[config.mk]
export PLATFORM = sky130hd
export DESIGN_NAME = ca_code_correlator
export DESIGN_NICKNAME = d
export VERILOG_FILES = /design/src/rtl/gps_pkg.sv /design/src/rtl/sat_accum.sv /design/src/rtl/ca_code_correlator.sv
export SDC_FILE = /design/constraint.sdc
export NUM_CORES = 1
export LEC_CHECK = 0
export BUFFER_PORTS_ARGS = -buffer_cell sky130_fd_sc_hd__buf_2
export CORE_MARGIN = 1.5
export CORE_UTILIZATION = 40
export DETAILED_ROUTE_END_ITERATION = 12
export MAX_ROUTING_LAYER = met4
export PLACE_DENSITY = 0.6
export SLEW_MARGIN = 40
export SYNTH_ARGS = -nofsm -noshare
export SYNTH_HDL_FRONTEND = slang
export SYNTH_SLANG_ARGS = --single-unit
[constraint.sdc]
create_clock -name clk -period 6.6 [get_ports clk]
set_input_delay 0.66 -clock clk [delete_from_list [all_inputs] [get_ports clk]]
set_output_delay 0.66 -clock clk [all_outputs]
set_load 0.005 [all_outputs]
[src/rtl/gps_pkg.sv]
// Shared GPS receiver definitions: C/A code constants, accumulator word type
// and the correlator output-register states.
package gps_pkg;

  localparam int CA_CODE_LEN = 1023;
  localparam int CA_CHIP_LAT = 2;
  localparam int ACC_W_DEF   = 16;

  typedef logic signed [ACC_W_DEF-1:0] acc_word_t;

  typedef enum logic {
    OUT_EMPTY,
    OUT_FULL
  } out_state_t;

endpackage

[src/rtl/sat_accum.sv]
// Signed saturating accumulator with synchronous clear. sum_next exposes the
// running total including the current operand so a dump can capture it.
module sat_accum
  import gps_pkg::*;
#(
  parameter int IN_W  = 5,
  parameter int ACC_W = $bits(acc_word_t)
) (
  input  logic                    clk,
  input  logic                    rst,
  input  logic                    clr,
  input  logic                    en,
  input  logic signed [IN_W-1:0]  din,
  output logic signed [ACC_W-1:0] sum_next
);

  localparam logic signed [ACC_W-1:0] ACC_MAX = {1'b0, {(ACC_W-1){1'b1}}};
  localparam logic signed [ACC_W-1:0] ACC_MIN = {1'b1, {(ACC_W-1){1'b0}}};

  logic signed [ACC_W-1:0] acc_reg;
  logic signed [ACC_W:0]   acc_ext;
  logic signed [ACC_W:0]   din_ext;
  logic signed [ACC_W:0]   sum_wide;

  // One guard bit is enough: overflow shows up as disagreement of the top two bits.
  always_comb begin
    acc_ext  = {acc_reg[ACC_W-1], acc_reg};
    din_ext  = (ACC_W+1)'(din);
    sum_wide = acc_ext + din_ext;
    if (!en)
      sum_next = acc_reg;
    else if (sum_wide[ACC_W] != sum_wide[ACC_W-1])
      sum_next = sum_wide[ACC_W] ? ACC_MIN : ACC_MAX;
    else
      sum_next = sum_wide[ACC_W-1:0];
  end

  always_ff @(posedge clk) begin
    if (rst || clr)
      acc_reg <= '0;
    else
      acc_reg <= sum_next;
  end

endmodule

[src/rtl/ca_code_correlator.sv]
// C/A code correlator: wipes the code off I/Q samples, integrates over one
// 1023-chip epoch and hands the sums out through a valid/ready holding register.
module ca_code_correlator
  import gps_pkg::*;
#(
  parameter int SAMPLE_W = 4,
  parameter int ACC_W    = $bits(acc_word_t),
  parameter int CHIP_LAT = CA_CHIP_LAT
) (
  input  logic                       clk,
  input  logic                       rst,
  input  logic                       prn_changed,
  input  logic                       chip_adv,
  input  logic                       chip_in,
  input  logic                       samp_valid,
  input  logic signed [SAMPLE_W-1:0] samp_i,
  input  logic signed [SAMPLE_W-1:0] samp_q,
  output logic                       acc_valid,
  input  logic                       acc_ready,
  output logic signed [ACC_W-1:0]    acc_i,
  output logic signed [ACC_W-1:0]    acc_q,
  output logic [15:0]                acc_cnt,
  output logic                       epoch,
  output logic                       overrun
);

  localparam logic [9:0] CHIP_LAST = 10'(CA_CODE_LEN - 1);

  logic                    clear;
  logic [CHIP_LAT-1:0]     adv_sr_reg;
  logic                    adv_d;
  logic [9:0]              chip_cnt_reg;
  logic                    dump;
  logic signed [SAMPLE_W:0] op_i, op_q;
  logic signed [ACC_W-1:0] sum_i_next, sum_q_next;
  logic [15:0]             cnt_reg, cnt_next;

  out_state_t              state_reg;
  logic                    acc_valid_reg, overrun_reg;
  logic signed [ACC_W-1:0] acc_i_reg, acc_q_reg;
  logic [15:0]             acc_cnt_reg;

  assign clear = rst || prn_changed;

  // Delay chip_adv to line up with the chip actually presented on chip_in.
  generate
    if (CHIP_LAT > 1) begin : g_dl_multi
      always_ff @(posedge clk) begin
        if (clear) adv_sr_reg <= '0;
        else       adv_sr_reg <= {adv_sr_reg[CHIP_LAT-2:0], chip_adv};
      end
    end else begin : g_dl_single
      always_ff @(posedge clk) begin
        if (clear) adv_sr_reg <= '0;
        else       adv_sr_reg <= chip_adv;
      end
    end
  endgenerate

  assign adv_d = adv_sr_reg[CHIP_LAT-1];

  always_ff @(posedge clk) begin
    if (clear)
      chip_cnt_reg <= '0;
    else if (adv_d)
      chip_cnt_reg <= (chip_cnt_reg == CHIP_LAST) ? 10'd0 : chip_cnt_reg + 10'd1;
  end

  assign dump  = adv_d && (chip_cnt_reg == CHIP_LAST) && !clear;
  assign epoch = dump;

  // Widened before negation so the most negative sample maps to a positive value.
  always_comb begin
    op_i = (SAMPLE_W+1)'(samp_i);
    op_q = (SAMPLE_W+1)'(samp_q);
    if (chip_in) begin
      op_i = -op_i;
      op_q = -op_q;
    end
  end

  sat_accum #(.IN_W(SAMPLE_W+1), .ACC_W(ACC_W)) u_acc_i (
    .clk(clk), .rst(rst), .clr(prn_changed || dump), .en(samp_valid),
    .din(op_i), .sum_next(sum_i_next)
  );

  sat_accum #(.IN_W(SAMPLE_W+1), .ACC_W(ACC_W)) u_acc_q (
    .clk(clk), .rst(rst), .clr(prn_changed || dump), .en(samp_valid),
    .din(op_q), .sum_next(sum_q_next)
  );

  assign cnt_next = (samp_valid && cnt_reg != 16'hFFFF) ? cnt_reg + 16'd1 : cnt_reg;

  always_ff @(posedge clk) begin
    if (clear || dump) cnt_reg <= '0;
    else               cnt_reg <= cnt_next;
  end

  always_ff @(posedge clk) begin
    if (clear) begin
      state_reg     <= OUT_EMPTY;
      acc_valid_reg <= 1'b0;
      acc_i_reg     <= '0;
      acc_q_reg     <= '0;
      acc_cnt_reg   <= '0;
      overrun_reg   <= 1'b0;
    end else begin
      case (state_reg)
        OUT_EMPTY: begin
          if (dump) begin
            state_reg     <= OUT_FULL;
            acc_valid_reg <= 1'b1;
            acc_i_reg     <= sum_i_next;
            acc_q_reg     <= sum_q_next;
            acc_cnt_reg   <= cnt_next;
          end
        end
        OUT_FULL: begin
          if (acc_ready && dump) begin
            acc_i_reg   <= sum_i_next;
            acc_q_reg   <= sum_q_next;
            acc_cnt_reg <= cnt_next;
          end else if (acc_ready) begin
            state_reg     <= OUT_EMPTY;
            acc_valid_reg <= 1'b0;
          end else if (dump) begin
            overrun_reg <= 1'b1;
          end
        end
        default: begin
          state_reg     <= OUT_EMPTY;
          acc_valid_reg <= 1'b0;
        end
      endcase
    end
  end

  assign acc_valid = acc_valid_reg;
  assign acc_i     = acc_i_reg;
  assign acc_q     = acc_q_reg;
  assign acc_cnt   = acc_cnt_reg;
  assign overrun   = overrun_reg;

endmodule

==> parameters.txt <==
Parameter                              Value

Clock tree
  Postcts setup bufs    0
  Cells resized by post-CTS repair    0
  Maximum number of buffers from clock root to sink    2
  Total number of clock tree sinks    111
  CTS H-tree depth    3
  Hold Buf Count CTS    0
  Clk root buf    sky130_fd_sc_hd__clkbuf_16
  Clock Pin Slew Worst Setup and Hold Paths    0.07 ns
  Clock latency on the worst-skew pair    0.36 ns
  Number of buffers inserted during clock tree synthesis    9
  TritonCTS clock tree    built

Synth
  Mean cell area of the mapped netlist    8.583 um^2
  Fraction of the yosys area taken by sequential cells    34.52%
  Synthesized instance count    750
  Post-synth cell types    61
  Number of synthesized register bits    111
  Total standard cell area after synthesis    0.006437 mm^2
  Number of flops mapped to enable cells by yosys    0
  Synth top area cells    sky130_fd_sc_hd__dfxtp_1 (35%), sky130_fd_sc_hd__ha_1 (7.6%), sky130_fd_sc_hd__a21oi_1 (4.6%)
  Leading cell type by number of instances after synthesis    sky130_fd_sc_hd__dfxtp_1
  Main synth FF type    sky130_fd_sc_hd__dfxtp_1
  Area share of the largest cell type after synthesis    34.52%
  Cell types with the highest counts after synthesis    sky130_fd_sc_hd__dfxtp_1 (111), sky130_fd_sc_hd__nor2_1 (63), sky130_fd_sc_hd__a21oi_1 (59), sky130_fd_sc_hd__o21ai_0 (45), sky130_fd_sc_hd__ha_1 (39)
  Async set-or-reset flop fraction in the synthesized netlist    0%
  Number of warnings printed during yosys synthesis    0
  Biggest area consumer among synthesized cells    sky130_fd_sc_hd__dfxtp_1
  Mapped Nets    806

STA
  Final cycle utilization of the critical path    54.92%
  Worst rel slew slack    47.22%
  Final-report max-slew violation count    0
  Endpoints failing setup    0
  Post-layout min period    3.624 ns
  Clock skew    0.009120 ns
  Timing-limited maximum frequency    0.2759 GHz
  Final hold viol count    0
  Transition time of the tightest slew-check pin    0.7917 ns
  Post-Route Setup TNS    0 ns
  Unrepaired setup endpoints after global routing    no

Setup path
  Worst endpoint data arrival time    3.84 ns
  Crit. End Element    flip-flop
  Kind of critical path    in2reg
  Capture instance of the worst register-to-register path    u_acc_i.acc_reg[5]$_SDFF_PP0_
  Required arrival time at the worst endpoint    6.81 ns
  Worst path cell trace    buf_2 > inv_1 > ha_1 > a21oi_1 > mux2_2 > ha_1 > a21o_1 > a311oi_1 > o21ai_2 > o31ai_1 > a211o_2 > maj3_1 > a21oi_1
  Critical Path Slowest Stage Cell    sky130_fd_sc_hd__o31ai_1
  Launching element of the worst setup path    samp_i[1]
  Worst reg2reg setup slack    3.52 ns
  Largest fanout on the critical path    15
  Type of origin of the critical path    input pin
  Worst flop-to-flop path startpoint    u_acc_i.acc_reg[0]$_SDFF_PP0_
  Slowest stage delay, CP    0.47 ns
  Worst Reg2Reg Path Length in Cells    9

GRT
  Global-route total usage across every layer    19.03%
  Pin count of the biggest net entering global routing    87
  Initial antenna violation count    0
  First-pass GRT wire length    24.74 mm
  Vias in the first global route    5,047
  Total congestion overflow after global routing    0

Layout
  Fin cells    1,010
  Footprint of the flip-flops and latches    0.002222 mm^2
  Area growth syn-to-layout    11.60%
  Count of fill cells added during filler insertion    1,605
  Diode count    0
  Nets@finish    845
  Area used by multi-input combinational logic    0.003914 mm^2
  Fin util    45.39%
  Fraction of final layout cells sized beyond drive strength 1    16.25%
  Final Cell Area    0.007184 mm^2

Worst hold path
  Kind of path behind the tightest hold check    reg2reg
  Hold EP    adv_sr_reg[1]$_SDFF_PP0_
  WHS Path Cells    1
  Worst Min Path Start    adv_sr_reg[0]$_SDFF_PP0_

Pwr
  Worst voltage drop across the vdd grid    211.2 uV
  Reported leakage power    2.823 nW
  Power after layout    1.605 mW
  Areal power density over the cells    223.4 mW/mm^2

Drt
  Detailed-router iteration count before antenna repair    5
  Detailed-route DRC error count    0
  Vias after detailed routing    5,533
  Post-DR wirelength/cell    15.04 um
  Iteration-0 DRC count of the detailed router    265
  Post-detailed-routing wire length    15.19 mm
  Per-cell via count in the routed design    5.478
  Post-detailed-route count of antenna-violating nets    0

Run status
  Result of the run    finished, final reports clean

Placed design
  Post-DP Area    0.006867 mm^2
  PortBufs    65
  HPWL Detailed    10.32 mm
  Final estimated routing congestion in global placement    0.8845
  Total instance count after detailed placement    994

Floorplan
  Chip width    129.9 um
  Full die area    0.01686 mm^2
  Die Y    129.9 um
  Core footprint    0.01583 mm^2
  Initial core utilization    40.67%
  Number of placement rows    46
  I/O pin cnt    66

Flow run
  Max-cap violation count    0
[worst max-delay path by stage]
stage | to | slack [ns] | cells after the start
after floorplan | u_acc_q.acc_reg[14]$_SDFF_PP0_ | 2.74 | 9
after global placement | u_acc_q.acc_reg[10]$_SDFF_PP0_ | 2.52 | 14
after detailed placement | u_acc_q.acc_reg[12]$_SDFF_PP0_ | 2.37 | 14
after CTS | u_acc_q.acc_reg[12]$_SDFF_PP0_ | 2.74 | 14
after global routing | u_acc_q.acc_reg[14]$_SDFF_PP0_ | 2.66 | 14
final | u_acc_i.acc_reg[5]$_SDFF_PP0_ | 2.98 | 13
[routing by layer]
metal | up-vias | track usage [%] | routed length, um
li1 | 2815 | - | -
met1 | 2589 | 24.95 | 7425
met2 | 111 | 29.13 | 6763
met3 | 18 | 4.059 | 737
met4 | 0 | 6.405 | 260
met5 | - | - | 0
[power by group]
part	switching (mW)	internal, mW
Combinational	0.205	0.131
Sequential	0.0104	0.682
Clock	0.274	0.303
Total	0.489	1.12
[placed cells by master, fill, tap and decap left out, types with 10 or more instances in the layout]
cell type                  count
sky130_fd_sc_hd__dfxtp_1     111
sky130_fd_sc_hd__buf_2        65
sky130_fd_sc_hd__nor2_1       62
sky130_fd_sc_hd__a21oi_1      59
sky130_fd_sc_hd__o21ai_0      45
sky130_fd_sc_hd__ha_1         39
sky130_fd_sc_hd__nand2_1      36
sky130_fd_sc_hd__a31oi_1      34
sky130_fd_sc_hd__xnor2_1      32
sky130_fd_sc_hd__nand3_1      32
sky130_fd_sc_hd__o21ai_1      28
sky130_fd_sc_hd__inv_1        20
sky130_fd_sc_hd__nor3b_2      20
sky130_fd_sc_hd__xor2_1       19
sky130_fd_sc_hd__maj3_1       18
sky130_fd_sc_hd__a211oi_1     14
sky130_fd_sc_hd__nand4_1      11
sky130_fd_sc_hd__a21o_1       10
[critical path: cells and delay by family]
family	cells	cell delay, ns
AOI/OAI and AO/OA	7	1.74
adders and majority gates	3	0.85
muxes	1	0.40
buffers and inverters	2	0.17
[final cells by class]
cell class	instances	share of cell area (%)
well taps	216	3.762
clock inverters	7	1.184
repair buffers	73	5.416
multi-input cells	573	54.48
inverters	21	1.097
clock buffers	9	3.135
flip-flops and latches	111	30.93
[cells by family (layout without fill, tap and decap cells)]
| group | after synthesis | count (layout) | synth area share (%) |
|---|---|---|---|
| compound gates | 239 | 239 | 22.76 |
| xor+xnor | 52 | 52 | 7.075 |
| fa+ha+maj | 60 | 60 | 11.18 |
| buf+inv | 66 | 110 | 4.976 |
| flops | 111 | 111 | 34.52 |
| mux | 4 | 4 | 0.6414 |
| simple gates | 218 | 218 | 18.85 |
[stage by stage]
stage               hold WS [ns]  setup WS [ns]
finish                    0.4316          2.976
floorplan                 0.4057          2.740
global route              0.4605          2.657
detailed placement        0.4167          2.372
CTS                       0.4349          2.742
global placement          0.4155          2.523
Note: power is estimated with default switching activity, not from simulation.
